## src/rtl/instr_fetch_if.sv

```systemverilog
// Handshake bundle between the fetch controller, instruction memory,
// the prefetch buffer and the core's branch logic.
interface instr_fetch_if;
  logic        fetch_enable_i;
  logic        branch_i;
  logic [31:0] branch_target_i;
  logic        instr_req_o;
  logic [31:0] instr_addr_o;
  logic        instr_gnt_i;
  logic        instr_rvalid_i;
  logic [31:0] instr_rdata_i;
  logic        pf_write_en_o;
  logic [31:0] pf_data_o;
  logic        pf_flush_o;
  logic        pf_skip_o;
  logic [1:0]  pf_read_en_i;
  logic [3:0]  pf_hw_count_o;

  modport master (
    input  fetch_enable_i, branch_i, branch_target_i,
           instr_gnt_i, instr_rvalid_i, instr_rdata_i, pf_read_en_i,
    output instr_req_o, instr_addr_o,
           pf_write_en_o, pf_data_o, pf_flush_o, pf_skip_o, pf_hw_count_o
  );

  modport slave (
    output fetch_enable_i, branch_i, branch_target_i,
           instr_gnt_i, instr_rvalid_i, instr_rdata_i, pf_read_en_i,
    input  instr_req_o, instr_addr_o,
           pf_write_en_o, pf_data_o, pf_flush_o, pf_skip_o, pf_hw_count_o
  );
endinterface

```

## src/rtl/instr_fetch_ctrl.sv

```systemverilog
// Instruction-fetch controller: issues word fetches only when the prefetch
// buffer has a guaranteed slot for every in-flight response; handles redirects.
module instr_fetch_ctrl #(
  parameter int unsigned DEPTH           = 4,
  parameter int unsigned MAX_OUTSTANDING = 2,
  parameter logic [31:0] BOOT_ADDR       = 32'h0000_0000
) (
  input  logic          clk,
  input  logic          rst,
  instr_fetch_if.master bus
);

  localparam int unsigned OW = $clog2(MAX_OUTSTANDING + 1);

  typedef enum logic [1:0] {IDLE, RUN, REDIRECT} state_e;

  state_e        state_q, state_d;
  logic [31:0]   pc_q, pc_d;
  logic [31:0]   tgt_q, tgt_d;
  logic          req_q, req_d;
  logic [3:0]    hw_cnt_q, hw_cnt_d;
  logic [OW-1:0] outstanding_q, outstanding_d;
  logic [OW-1:0] drop_cnt_q, drop_cnt_d;
  logic          skip_pending_q, skip_pending_d;

  logic          gnt_fire;
  logic          stale_pending;
  logic          drop_hit;
  logic          write_en;
  logic [4:0]    rd_hw;
  logic [4:0]    wr_hw;
  logic [4:0]    hw_sum;
  logic [7:0]    need;
  logic          unused_target_bit0;

  assign gnt_fire      = req_q & bus.instr_gnt_i;
  assign stale_pending = req_q & ~bus.instr_gnt_i;
  assign drop_hit      = bus.instr_rvalid_i & (drop_cnt_q != '0);
  // Data returning in the flush cycle belongs to the old stream.
  assign write_en      = bus.instr_rvalid_i & ~drop_hit & ~bus.branch_i;

  assign unused_target_bit0 = bus.branch_target_i[0];

  always_comb begin
    // NOTE: every signal gets a default first so no path leaves it unassigned,
    // which would otherwise infer a latch.
    rd_hw = 5'd0;
    case (bus.pf_read_en_i)
      2'b10:   rd_hw = 5'd1;
      2'b11:   rd_hw = 5'd2;
      default: rd_hw = 5'd0;
    endcase
  end

  always_comb begin
    state_d        = state_q;
    pc_d           = pc_q;
    tgt_d          = tgt_q;
    skip_pending_d = skip_pending_q;
    outstanding_d  = outstanding_q + OW'(gnt_fire) - OW'(bus.instr_rvalid_i);
    drop_cnt_d     = drop_cnt_q - OW'(drop_hit);

    wr_hw    = write_en ? (skip_pending_q ? 5'd1 : 5'd2) : 5'd0;
    hw_sum   = {1'b0, hw_cnt_q} + wr_hw;
    hw_cnt_d = (rd_hw > hw_sum) ? 4'd0 : 4'(hw_sum - rd_hw);
    if (write_en) skip_pending_d = 1'b0;

    case (state_q)
      IDLE:    if (bus.fetch_enable_i) state_d = RUN;
      RUN:     if (!bus.fetch_enable_i && !stale_pending) state_d = IDLE;
      default: ;
    endcase

    if (gnt_fire) begin
      if (state_q == REDIRECT) begin
        // The stale request finally went out: its response must be discarded.
        pc_d       = tgt_q;
        drop_cnt_d = drop_cnt_d + OW'(1);
        state_d    = bus.fetch_enable_i ? RUN : IDLE;
      end else begin
        pc_d = pc_q + 32'd4;
      end
    end

    if (bus.branch_i) begin
      hw_cnt_d       = 4'd0;
      drop_cnt_d     = outstanding_d;
      skip_pending_d = bus.branch_target_i[1];
      if (stale_pending) begin
        state_d = REDIRECT;
        tgt_d   = {bus.branch_target_i[31:2], 2'b00};
      end else begin
        pc_d    = {bus.branch_target_i[31:2], 2'b00};
        state_d = bus.fetch_enable_i ? RUN : IDLE;
      end
    end

    // Every live (non-dropped) in-flight word plus the new one must fit.
    need  = 8'(hw_cnt_d) + ((8'(outstanding_d) - 8'(drop_cnt_d)) << 1) + 8'd2;
    req_d = stale_pending |
            ((state_d == RUN) && (need <= 8'(2 * DEPTH)) &&
             (outstanding_d < OW'(MAX_OUTSTANDING)));
  end

  // NOTE: sequential state uses non-blocking assignments so every flop samples
  // the pre-edge values regardless of statement order.
  always_ff @(posedge clk or posedge rst) begin
    if (rst) begin
      state_q        <= IDLE;
      pc_q           <= {BOOT_ADDR[31:1], 1'b0};
      tgt_q          <= 32'd0;
      req_q          <= 1'b0;
      hw_cnt_q       <= 4'd0;
      outstanding_q  <= '0;
      drop_cnt_q     <= '0;
      skip_pending_q <= 1'b0;
    end else begin
      state_q        <= state_d;
      pc_q           <= pc_d;
      tgt_q          <= tgt_d;
      req_q          <= req_d;
      hw_cnt_q       <= hw_cnt_d;
      outstanding_q  <= outstanding_d;
      drop_cnt_q     <= drop_cnt_d;
      skip_pending_q <= skip_pending_d;
    end
  end

  assign bus.instr_req_o   = req_q;
  assign bus.instr_addr_o  = {pc_q[31:2], 2'b00};
  assign bus.pf_write_en_o = write_en;
  assign bus.pf_data_o     = bus.instr_rdata_i;
  assign bus.pf_flush_o    = bus.branch_i;
  assign bus.pf_skip_o     = write_en & skip_pending_q;
  assign bus.pf_hw_count_o = hw_cnt_q;

  // The decoder must never consume more halfwords than are available.
  a_no_overread: assert property (@(posedge clk) disable iff (rst)
    !(!bus.branch_i && (rd_hw > hw_sum)));

endmodule

```

## src/flat_wrapper.sv

```systemverilog
// flat-port wrapper written by rule: the top's interface ports become plain ports
module instr_fetch_ctrl_flat 
#(
  parameter int unsigned DEPTH           = 4,
  parameter int unsigned MAX_OUTSTANDING = 2,
  parameter logic [31:0] BOOT_ADDR       = 32'h0000_0000
)
  (clk, rst, bus_fetch_enable_i, bus_branch_i, bus_branch_target_i, bus_instr_gnt_i, bus_instr_rvalid_i, bus_instr_rdata_i, bus_pf_read_en_i, bus_instr_req_o, bus_instr_addr_o, bus_pf_write_en_o, bus_pf_data_o, bus_pf_flush_o, bus_pf_skip_o, bus_pf_hw_count_o);
  instr_fetch_if bus_i ();
  input  logic clk;
  input  logic rst;
  input wire logic [$bits(bus_i.fetch_enable_i)-1:0] bus_fetch_enable_i;
  input wire logic [$bits(bus_i.branch_i)-1:0] bus_branch_i;
  input wire logic [$bits(bus_i.branch_target_i)-1:0] bus_branch_target_i;
  input wire logic [$bits(bus_i.instr_gnt_i)-1:0] bus_instr_gnt_i;
  input wire logic [$bits(bus_i.instr_rvalid_i)-1:0] bus_instr_rvalid_i;
  input wire logic [$bits(bus_i.instr_rdata_i)-1:0] bus_instr_rdata_i;
  input wire logic [$bits(bus_i.pf_read_en_i)-1:0] bus_pf_read_en_i;
  output wire logic [$bits(bus_i.instr_req_o)-1:0] bus_instr_req_o;
  output wire logic [$bits(bus_i.instr_addr_o)-1:0] bus_instr_addr_o;
  output wire logic [$bits(bus_i.pf_write_en_o)-1:0] bus_pf_write_en_o;
  output wire logic [$bits(bus_i.pf_data_o)-1:0] bus_pf_data_o;
  output wire logic [$bits(bus_i.pf_flush_o)-1:0] bus_pf_flush_o;
  output wire logic [$bits(bus_i.pf_skip_o)-1:0] bus_pf_skip_o;
  output wire logic [$bits(bus_i.pf_hw_count_o)-1:0] bus_pf_hw_count_o;
  assign bus_i.fetch_enable_i = bus_fetch_enable_i;
  assign bus_i.branch_i = bus_branch_i;
  assign bus_i.branch_target_i = bus_branch_target_i;
  assign bus_i.instr_gnt_i = bus_instr_gnt_i;
  assign bus_i.instr_rvalid_i = bus_instr_rvalid_i;
  assign bus_i.instr_rdata_i = bus_instr_rdata_i;
  assign bus_i.pf_read_en_i = bus_pf_read_en_i;
  assign bus_instr_req_o = bus_i.instr_req_o;
  assign bus_instr_addr_o = bus_i.instr_addr_o;
  assign bus_pf_write_en_o = bus_i.pf_write_en_o;
  assign bus_pf_data_o = bus_i.pf_data_o;
  assign bus_pf_flush_o = bus_i.pf_flush_o;
  assign bus_pf_skip_o = bus_i.pf_skip_o;
  assign bus_pf_hw_count_o = bus_i.pf_hw_count_o;
  instr_fetch_ctrl #(.DEPTH(DEPTH), .MAX_OUTSTANDING(MAX_OUTSTANDING), .BOOT_ADDR(BOOT_ADDR)) u_core (.clk(clk), .rst(rst), .bus(bus_i));
endmodule
```

## config.mk

```make
export PLATFORM = sky130hd
export DESIGN_NAME = instr_fetch_ctrl_flat
export DESIGN_NICKNAME = d
export VERILOG_FILES = /design/src/rtl/instr_fetch_if.sv /design/src/rtl/instr_fetch_ctrl.sv /design/src/flat_wrapper.sv
export SDC_FILE = /design/constraint.sdc
export NUM_CORES = 1
export LEC_CHECK = 0
export CORE_ASPECT_RATIO = 1.5
export CORE_MARGIN = 1.5
export CORE_UTILIZATION = 30
export CTS_CLUSTER_DIAMETER = 150
export DETAILED_ROUTE_END_ITERATION = 7
export DONT_BUFFER_PORTS = 1
export MAX_ROUTING_LAYER = met4
export PLACE_DENSITY = 0.48
export RECOVER_POWER = 100
export SYNTH_ARGS = -nofsm -noshare
export SYNTH_HDL_FRONTEND = slang
export SYNTH_SLANG_ARGS = --single-unit
```

## constraint.sdc

```tcl
create_clock -name clk -period 11.6 [get_ports clk]
set_input_delay 1.16 -clock clk [delete_from_list [all_inputs] [get_ports clk]]
set_output_delay 1.16 -clock clk [all_outputs]
set_load 0.005 [all_outputs]
```

==> results of run 1 <==
state kept, by name (all words and copies together), names as in the netlist:
register,count
u_core.bus.pf_hw_count_o,4
u_core.tgt_q,30
u_core.outstanding_q,2
u_core.state_q,2
u_core.skip_pending_q,1
u_core.drop_cnt_q,2
u_core.bus.instr_req_o,1
u_core.pc_q,30
cells in the mapped netlist, types with 2 or more instances:
cell and number:
a21o_1 5, nand4_1 11, a21oi_1 26, nor4_1 3, nor3_1 2, buf_4 35
xnor2_1 7, o31ai_1 2, o221ai_1 7, o21ai_1 6, mux2_2 29, nor2_1 48
and4_1 3, a311o_1 2, buf_2 2, xor2_1 4, a41oi_1 4, nand2_1 43
a221oi_1 8, buf_1 2, a32oi_1 2, and3_1 9, o22ai_1 14, or3_1 3
a22oi_1 5, o211ai_1 2, a311oi_1 2, o21ai_0 15, fa_1 4, a41o_1 3
ha_1 18, nor2b_1 4, dfrtp_1 72, inv_1 26, clkbuf_1 21, nand2b_1 5
nand3_1 12, mux2i_1 5, o21bai_1 2, and2_1 4, a31oi_1 8
worst reg2reg max path, stage by stage (launching register included):
cell	delay, ps
dfrtp_1	450
nand2_1	90
clkbuf_1	1110
inv_1	940
nand2_1	660
xnor2_1	170
o21ai_0	150
ha_1	230
fa_1	540
inv_1	40
ha_1	270
ha_1	170
inv_1	60
fa_1	350
inv_1	60
ha_1	210
or3_1	370
nor4_1	260
a41o_1	210
worst paths after layout:
kind | from | end | slack (ps) | cells after the start
worst max register to register | u_core.bus.instr_req_o | u_core.bus.instr_req_o | 5190 | 18
max in group asynchronous | rst | u_core.tgt_q[25] | 6920 | 2
worst min-delay path | u_core.tgt_q[10] | u_core.tgt_q[10] | 490 | 2
worst max-delay path | bus_instr_gnt_i | u_core.bus.instr_req_o | 4860 | 18
min in group asynchronous | rst | u_core.pc_q[14] | 2330 | 2
worst min register to register | u_core.tgt_q[10] | u_core.tgt_q[10] | 490 | 2
through the flow:
stage | utilization, % | hold WS (ps) | power, mW | setup WS [ps] | std cells
2_1_floorplan | - | 450.5 | 0.7172 | 6153 | 502
3_3_place_gp | 30.38 | 470.9 | 0.7946 | 5775 | 648
3_5_place_dp | 30.38 | 480.5 | 0.8088 | 5681 | 648
4_1_cts | 32.45 | 495.2 | 1.112 | 6026 | 663
5_1_grt | 32.32 | 507.0 | 1.188 | 4452 | 663
6_report | 32.32 | 487.9 | 1.099 | 4858 | 663
power by group through the flow:
stage	clock [mW]	combinational, mW	sequential (mW)
floorplan	0	0.330	0.387
global placement	0	0.383	0.412
detailed placement	0	0.395	0.414
CTS	0.302	0.401	0.410
global route	0.313	0.452	0.423
finish	0.297	0.392	0.410
cells in the final DEF, fill, tap and decap left out, types with 4 or more instances in the layout:
master     synthesis  layout
and3_1             9       9
o221ai_1           7       7
fa_1               4       4
clkbuf_16          0       9
o22ai_1           14      14
nand2b_1           5       5
a41oi_1            4       4
dfrtp_1           72      72
mux2i_1            5       5
ha_1              18      18
a22oi_1            5       5
inv_1             26      27
nand3_1           12      12
xor2_1             4       4
nand2_1           43      43
nand4_1           11      11
a21o_1             5       5
a21oi_1           26      26
xnor2_1            7       7
clkbuf_1          21       6
o21ai_0           15      19
mux2_2            29      29
nor2_1            48      48
a31oi_1            8       8
a221oi_1           8       8
kinds of logic after synthesis:
group / after synthesis / share of synthesized area, %
simple gates: 156 / 17.22
compound gates: 118 / 17.03
buf+inv: 87 / 9.946
flops: 72 / 38.92
mux: 34 / 8.135
fa+ha+maj: 22 / 6.595
xor+xnor: 11 / 2.081
other cells: 1 / 0.08100
area by class of cell:
cell class / instances / area [sq um] / share of cell area (%)
Clock buffer: 10 / 229.0 / 4.701
Clock inverter: 5 / 82.58 / 1.695
Inverter: 27 / 101.3 / 2.081
Sequential cell: 72 / 1802 / 36.99
Timing Repair Buffer: 7 / 33.78 / 0.6936
Tap cell: 199 / 249.0 / 5.112
Multi-Input combinational cell: 343 / 2374 / 48.73
routing by layer:
metal  wire [um]  up-vias  global-route usage (%)
met2        6730      118                   28.82
met1        4778     1764                   17.24
met5           0        -                       -
li1            -     1687                       -
met4         204        0                   6.019
met3        1041       15                   5.069
==> flow_metrics.env, run 1 <==
export IMPL_synth_cells=501
export IMPL_cts_repair_resized=0
export IMPL_fin_crit_sh_pct=58.12
export IMPL_ys_seq_area_share_pct=38.92
export IMPL_max_freq_mhz=148.3
export IMPL_cts_max_level=3
export IMPL_p_clk_share_pct=27.1
export IMPL_hpwl_mm=8.948
export IMPL_tightest_slew_ps=4136
export IMPL_synthArstFlopShare_pct=100.0
export IMPL_clk_path_buf_depth=2
export IMPL_drv_cap=4
export IMPL_die_area_sq_um=16200
export IMPL_cp_start_kind="input pin"
export IMPL_drtPass1Iterations=4
export IMPL_synth_distinct_cells=57
export IMPL_cts_buffers=9
export IMPL_fin_skew_ps=7.938
export IMPL_ant_nets=0
export IMPL_initialDrtViolationCount=228
export IMPL_via_count=3584
export IMPL_path_buf_inv=5
export IMPL_antenna_found_initial=0
export IMPL_grt_pass1_wl_mm=20.10
export IMPL_pin_count=144
export IMPL_place_area_sq_um=4578
export IMPL_place_gp_congestion=0.7698
export IMPL_numPortBuffers=0
export IMPL_critPathMaxStageDelay_ps=1110
export IMPL_ir_drop_v=0.0001330
export IMPL_outcome="finished, violations left"
export IMPL_worstPathMaxFanout=31
export IMPL_die_w_um=104.4
export IMPL_post_cts_buffers=0
export IMPL_synth_edff_count=0
export IMPL_power_frac_seq_pct=37.3
export IMPL_core_area_sq_um=15070
export IMPL_p_sw_mw=0.3930
export IMPL_grt_total_usage_pct=16.41
export IMPL_final_area_sq_um=4871
export IMPL_drt_total_wl_mm=12.75
export IMPL_required_ps=11870
export IMPL_comb_power_share_pct=35.6
export IMPL_hold_viol_final=0
export IMPL_cts_root_buf="clkbuf_16"
export IMPL_tritoncts="yes"
export IMPL_avgSynthCellArea_sq_um=9.240
export IMPL_arrival_ps=7010
export IMPL_fill_cells=1546
export IMPL_vias_per_cell=5.406
export IMPL_rsz0062_at_grt="no"
export IMPL_wl_per_cell_um=19.24
export IMPL_relSlewSlack_pct=-175.7
export IMPL_path_cells="nand2_1 > clkbuf_1 > inv_1 > nand2_1 > xnor2_1 > o21ai_0 > ha_1 > fa_1 > inv_1 > ha_1 > ha_1 > inv_1 > fa_1 > inv_1 > ha_1 > or3_1 > nor4_1 > a41o_1"
export IMPL_cts_sinks=72
export IMPL_slowest_stage="clkbuf_1"
export IMPL_rows=55
export IMPL_grt_pass1_vias=3626
export IMPL_synthFlopType="dfrtp_1"
export IMPL_syn2layout_area_growth_pct=5.216
export IMPL_start_util_pct=30.72
export IMPL_violations="max-capacitance violations, max-slew violations"
export IMPL_drc=0
export IMPL_final_nets=554
export IMPL_n_antenna_cell=0
export IMPL_drive_gt1_share_pct=11.21
export IMPL_p_leak_nw=2.119
export IMPL_yosysTopAreaCellShare_pct=38.92
export IMPL_crit_type="in -> reg"
export IMPL_switching_share_pct=35.77
export IMPL_synthTopCellsByArea="dfrtp_1 (39%), mux2_2 (7.1%), buf_4 (5.7%)"
export IMPL_hp_class="reg -> reg"
export IMPL_setup_viol=0
export IMPL_grt_ovfl_total=0
export IMPL_insertion_delay_ps=330
export IMPL_end_kind="flip-flop"
export IMPL_synth_area_sq_um=4629
export IMPL_clkSlewWorstSetupHoldPaths_ps=60
export IMPL_ys_ff_latch=72
export IMPL_grt_max_degree=73
export IMPL_fin_crit_ps=6742
export IMPL_yosysTopAreaCell="dfrtp_1"
export IMPL_tns_ps=0
export IMPL_p_int_mw=0.7056
export IMPL_power_density_nw_per_um2=225.5
export IMPL_yosys_warnings=0
export IMPL_fp_dieH_um=155.1
export IMPL_report_final_slew_viol_count=173
export IMPL_critPathTopFamily="buffers and inverters"
export IMPL_holdBufCountCts=0
Note: power is estimated with default switching activity, not from simulation.
==> inputs of run 2 (changes only) <==
--- a/config.mk
+++ b/config.mk
@@ -5,6 +5,7 @@
 export SDC_FILE = /design/constraint.sdc
 export NUM_CORES = 1
 export LEC_CHECK = 0
+export ABC_AREA = 1
 export CORE_ASPECT_RATIO = 1.5
 export CORE_MARGIN = 1.5
 export CORE_UTILIZATION = 30
@@ -12,7 +13,7 @@
 export DETAILED_ROUTE_END_ITERATION = 7
 export DONT_BUFFER_PORTS = 1
 export MAX_ROUTING_LAYER = met4
-export PLACE_DENSITY = 0.48
+export PLACE_DENSITY = 0.49
 export RECOVER_POWER = 100
 export SYNTH_ARGS = -nofsm -noshare
 export SYNTH_HDL_FRONTEND = slang
==> constraint.sdc (replaced) <==
create_clock -name clk -period 6.1 [get_ports clk]
set_input_delay 0.61 -clock clk [delete_from_list [all_inputs] [get_ports clk]]
set_output_delay 0.61 -clock clk [all_outputs]
set_load 0.005 [all_outputs]
==> run 2 against run 1 <==
The flow still finishes with violations (max-capacitance violations, max-slew violations). Die area rose by 7.0%. Critical path type is now reg -> reg. Sequential power rose by 88%. Critical endpoint unchanged. Register-to-register slack worse by 3800 ps.
==> flow_metrics.env, run 2 <==
export IMPL_outcome="finished, violations left"
export IMPL_violations="max-capacitance violations, max-slew violations"
export IMPL_cts_sinks=72
export IMPL_place_gp_congestion=0.9224
export IMPL_synth_xor_area_share_pct=1.589
export IMPL_setup_viol=0
export IMPL_power_density_nw_per_um2=416.6
export IMPL_rows=57
export IMPL_cts_root_buf="clkbuf_16"
export IMPL_wl_per_cell_um=16.46
export IMPL_final_cell_mix="nand2_1 (124), nor2_1 (99), inv_1 (92)"
export IMPL_clk_path_buf_depth=2
export IMPL_initialDrtViolationCount=188
export IMPL_final_nets=731
export IMPL_drc=0
export IMPL_required_ps=6380
export IMPL_hpwl_mm=10.19
export IMPL_die_w_um=108.0
export IMPL_place_area_sq_um=4916
export IMPL_end_kind="flip-flop"
export IMPL_vias_per_cell=4.981
export IMPL_synthTopCellsByArea="dfrtp_1 (36%), nand2_1 (9.4%), nor2_1 (7.5%)"
export IMPL_yosys_area_share_simple_pct=23.66
export IMPL_holdBufCountCts=0
export IMPL_die_area_sq_um=17330
export IMPL_rsz0062_at_grt="no"
export IMPL_mostFrequentLayoutCell="nand2_1"
export IMPL_synth_edff_count=0
export IMPL_hp_class="in -> reg"
export IMPL_post_cts_buffers=0
export IMPL_hold_viol_final=0
export IMPL_synth_mux_area_share_pct=4.314
export IMPL_synth_cells=673
export IMPL_fin_crit_ps=4729
export IMPL_antenna_found_initial=0
export IMPL_grt_pass1_vias=4362
export IMPL_synth_distinct_cells=36
export IMPL_ir_drop_v=0.0003009
export IMPL_path_buf_inv=7
export IMPL_synthArstFlopShare_pct=100.0
export IMPL_cp_start_kind="flip-flop"
export IMPL_ant_nets=0
export IMPL_tightest_slew_ps=4065
export IMPL_drv_cap=3
export IMPL_cts_buffers=9
export IMPL_critPathTopFamily="adder cells"
export IMPL_synthFlopType="dfrtp_1"
export IMPL_via_count=4224
export IMPL_critPathMaxStageDelay_ps=880
export IMPL_max_freq_mhz=211.5
export IMPL_drt_total_wl_mm=13.96
export IMPL_relSlewSlack_pct=-171.0
export IMPL_grt_ovfl_total=0
export IMPL_fill_cells=1710
export IMPL_crit_type="reg -> reg"
export IMPL_final_area_sq_um=5256
export IMPL_arrival_ps=5010
export IMPL_grt_max_degree=73
export IMPL_tritoncts="yes"
export IMPL_synth_most_common_cell="nand2_1"
export IMPL_critPathLaunch="u_core.bus.instr_req_o"
export IMPL_insertion_delay_ps=340
export IMPL_numPortBuffers=0
export IMPL_synthAdderAreaFrac_pct=6.155
export IMPL_p_leak_nw=2.537
export IMPL_ys_ff_latch=72
export IMPL_yosysTopAreaCell="dfrtp_1"
export IMPL_core_area_sq_um=16190
export IMPL_grt_pass1_wl_mm=22.79
export IMPL_syn2layout_area_growth_pct=5.979
export IMPL_n_antenna_cell=0
export IMPL_fp_dieH_um=160.5
export IMPL_worstPathMaxFanout=34
export IMPL_yosysTopAreaCellShare_pct=36.33
export IMPL_cts_repair_resized=0
export IMPL_pin_count=144
export IMPL_tns_ps=0
export IMPL_yosys_warnings=0
export IMPL_fin_crit_sh_pct=77.53
export IMPL_slowest_stage="clkbuf_1"
export IMPL_drive_gt1_share_pct=8.567
export IMPL_start_util_pct=30.64
export IMPL_place_ws_ps=1644
export IMPL_synth_top_cells_by_count="nand2_1 (124), nor2_1 (99), inv_1 (92)"
export IMPL_total_power_mw=2.190
export IMPL_rr_startpoint="u_core.bus.instr_req_o"
export IMPL_ys_seq_area_share_pct=36.33
export IMPL_report_final_slew_viol_count=152
export IMPL_fin_ws_ps=1371
export IMPL_path_cells="nand2_1 > clkbuf_1 > inv_2 > buf_4 > ha_1 > xor2_1 > nand2_1 > o21ai_0 > inv_1 > fa_1 > inv_1 > ha_1 > ha_1 > inv_1 > fa_1 > inv_1 > ha_1 > nor2_1 > nand3_1 > nor2_1 > nand2_1 > nand2_1"
export IMPL_fin_skew_ps=8.667
export IMPL_drtPass1Iterations=4
export IMPL_synth_compound_area_share_pct=13.40
export IMPL_fin_util_pct=32.47
export IMPL_clkSlewWorstSetupHoldPaths_ps=60
export IMPL_min_from="bus_branch_i"
export IMPL_synth_top_family_by_area="simple AND/OR/NAND/NOR gates"
export IMPL_synth_area_sq_um=4960
export IMPL_avgSynthCellArea_sq_um=7.370
export IMPL_cts_max_level=3
export IMPL_grt_total_usage_pct=17.61
## run 2: worst paths after layout
kind / slack, ps / depth (start not counted) / end
setup / recovery: 1370 / 22 / u_core.bus.instr_req_o
hold / removal: 400 / 2 / u_core.skip_pending_q
setup reg to reg: 1370 / 22 / u_core.bus.instr_req_o
hold reg to reg: 490 / 2 / u_core.tgt_q[20]
max in group asynchronous: 2070 / 2 / u_core.pc_q[8]
min in group asynchronous: 1740 / 2 / u_core.pc_q[6]
## run 2: where the power goes
| part | switching, mW | internal (mW) | total, mW |
|---|---|---|---|
| logic | 0.457 | 0.327 | 0.784 |
| clock network | 0.213 | 0.421 | 0.635 |
| registers | 0.139 | 0.633 | 0.771 |
## run 2: layout make-up
cell class	count	area [sq um]	area share, %
well taps	206	257.7	4.904
repair buffers	7	37.54	0.7141
clock buffers	11	252.7	4.808
inverters	96	360.3	6.856
multi-input cells	451	2444	46.49
flip-flops and latches	72	1802	34.28
clock inverters	5	102.6	1.952
## run 2: logic make-up after synthesis
logic type	count (synthesis)
compound gates	117
mux	19
xor+xnor	9
flops	72
other cells	1
simple gates	282
fa+ha+maj	22
buf+inv	151
## run 2: metal layers
| metal | routed length (um) | GRT usage, % | vias up | share of wire (%) |
|---|---|---|---|---|
| li1 | - | - | 2059 | - |
| met1 | 5355 | 19.17 | 2013 | 38 |
| met2 | 7347 | 29.75 | 112 | 53 |
| met3 | 873 | 4.667 | 40 | 6.3 |
| met4 | 385 | 7.775 | 0 | 2.8 |
| met5 | 0 | - | - | 0 |
## run 2: metrics by stage
step / cells / hold WS (ps)
after floorplan: 674 / 453.3
after global placement: 832 / 466.7
after detailed placement: 832 / 477.1
after CTS: 848 / 391.3
after global routing: 848 / 402.0
final: 848 / 396.3
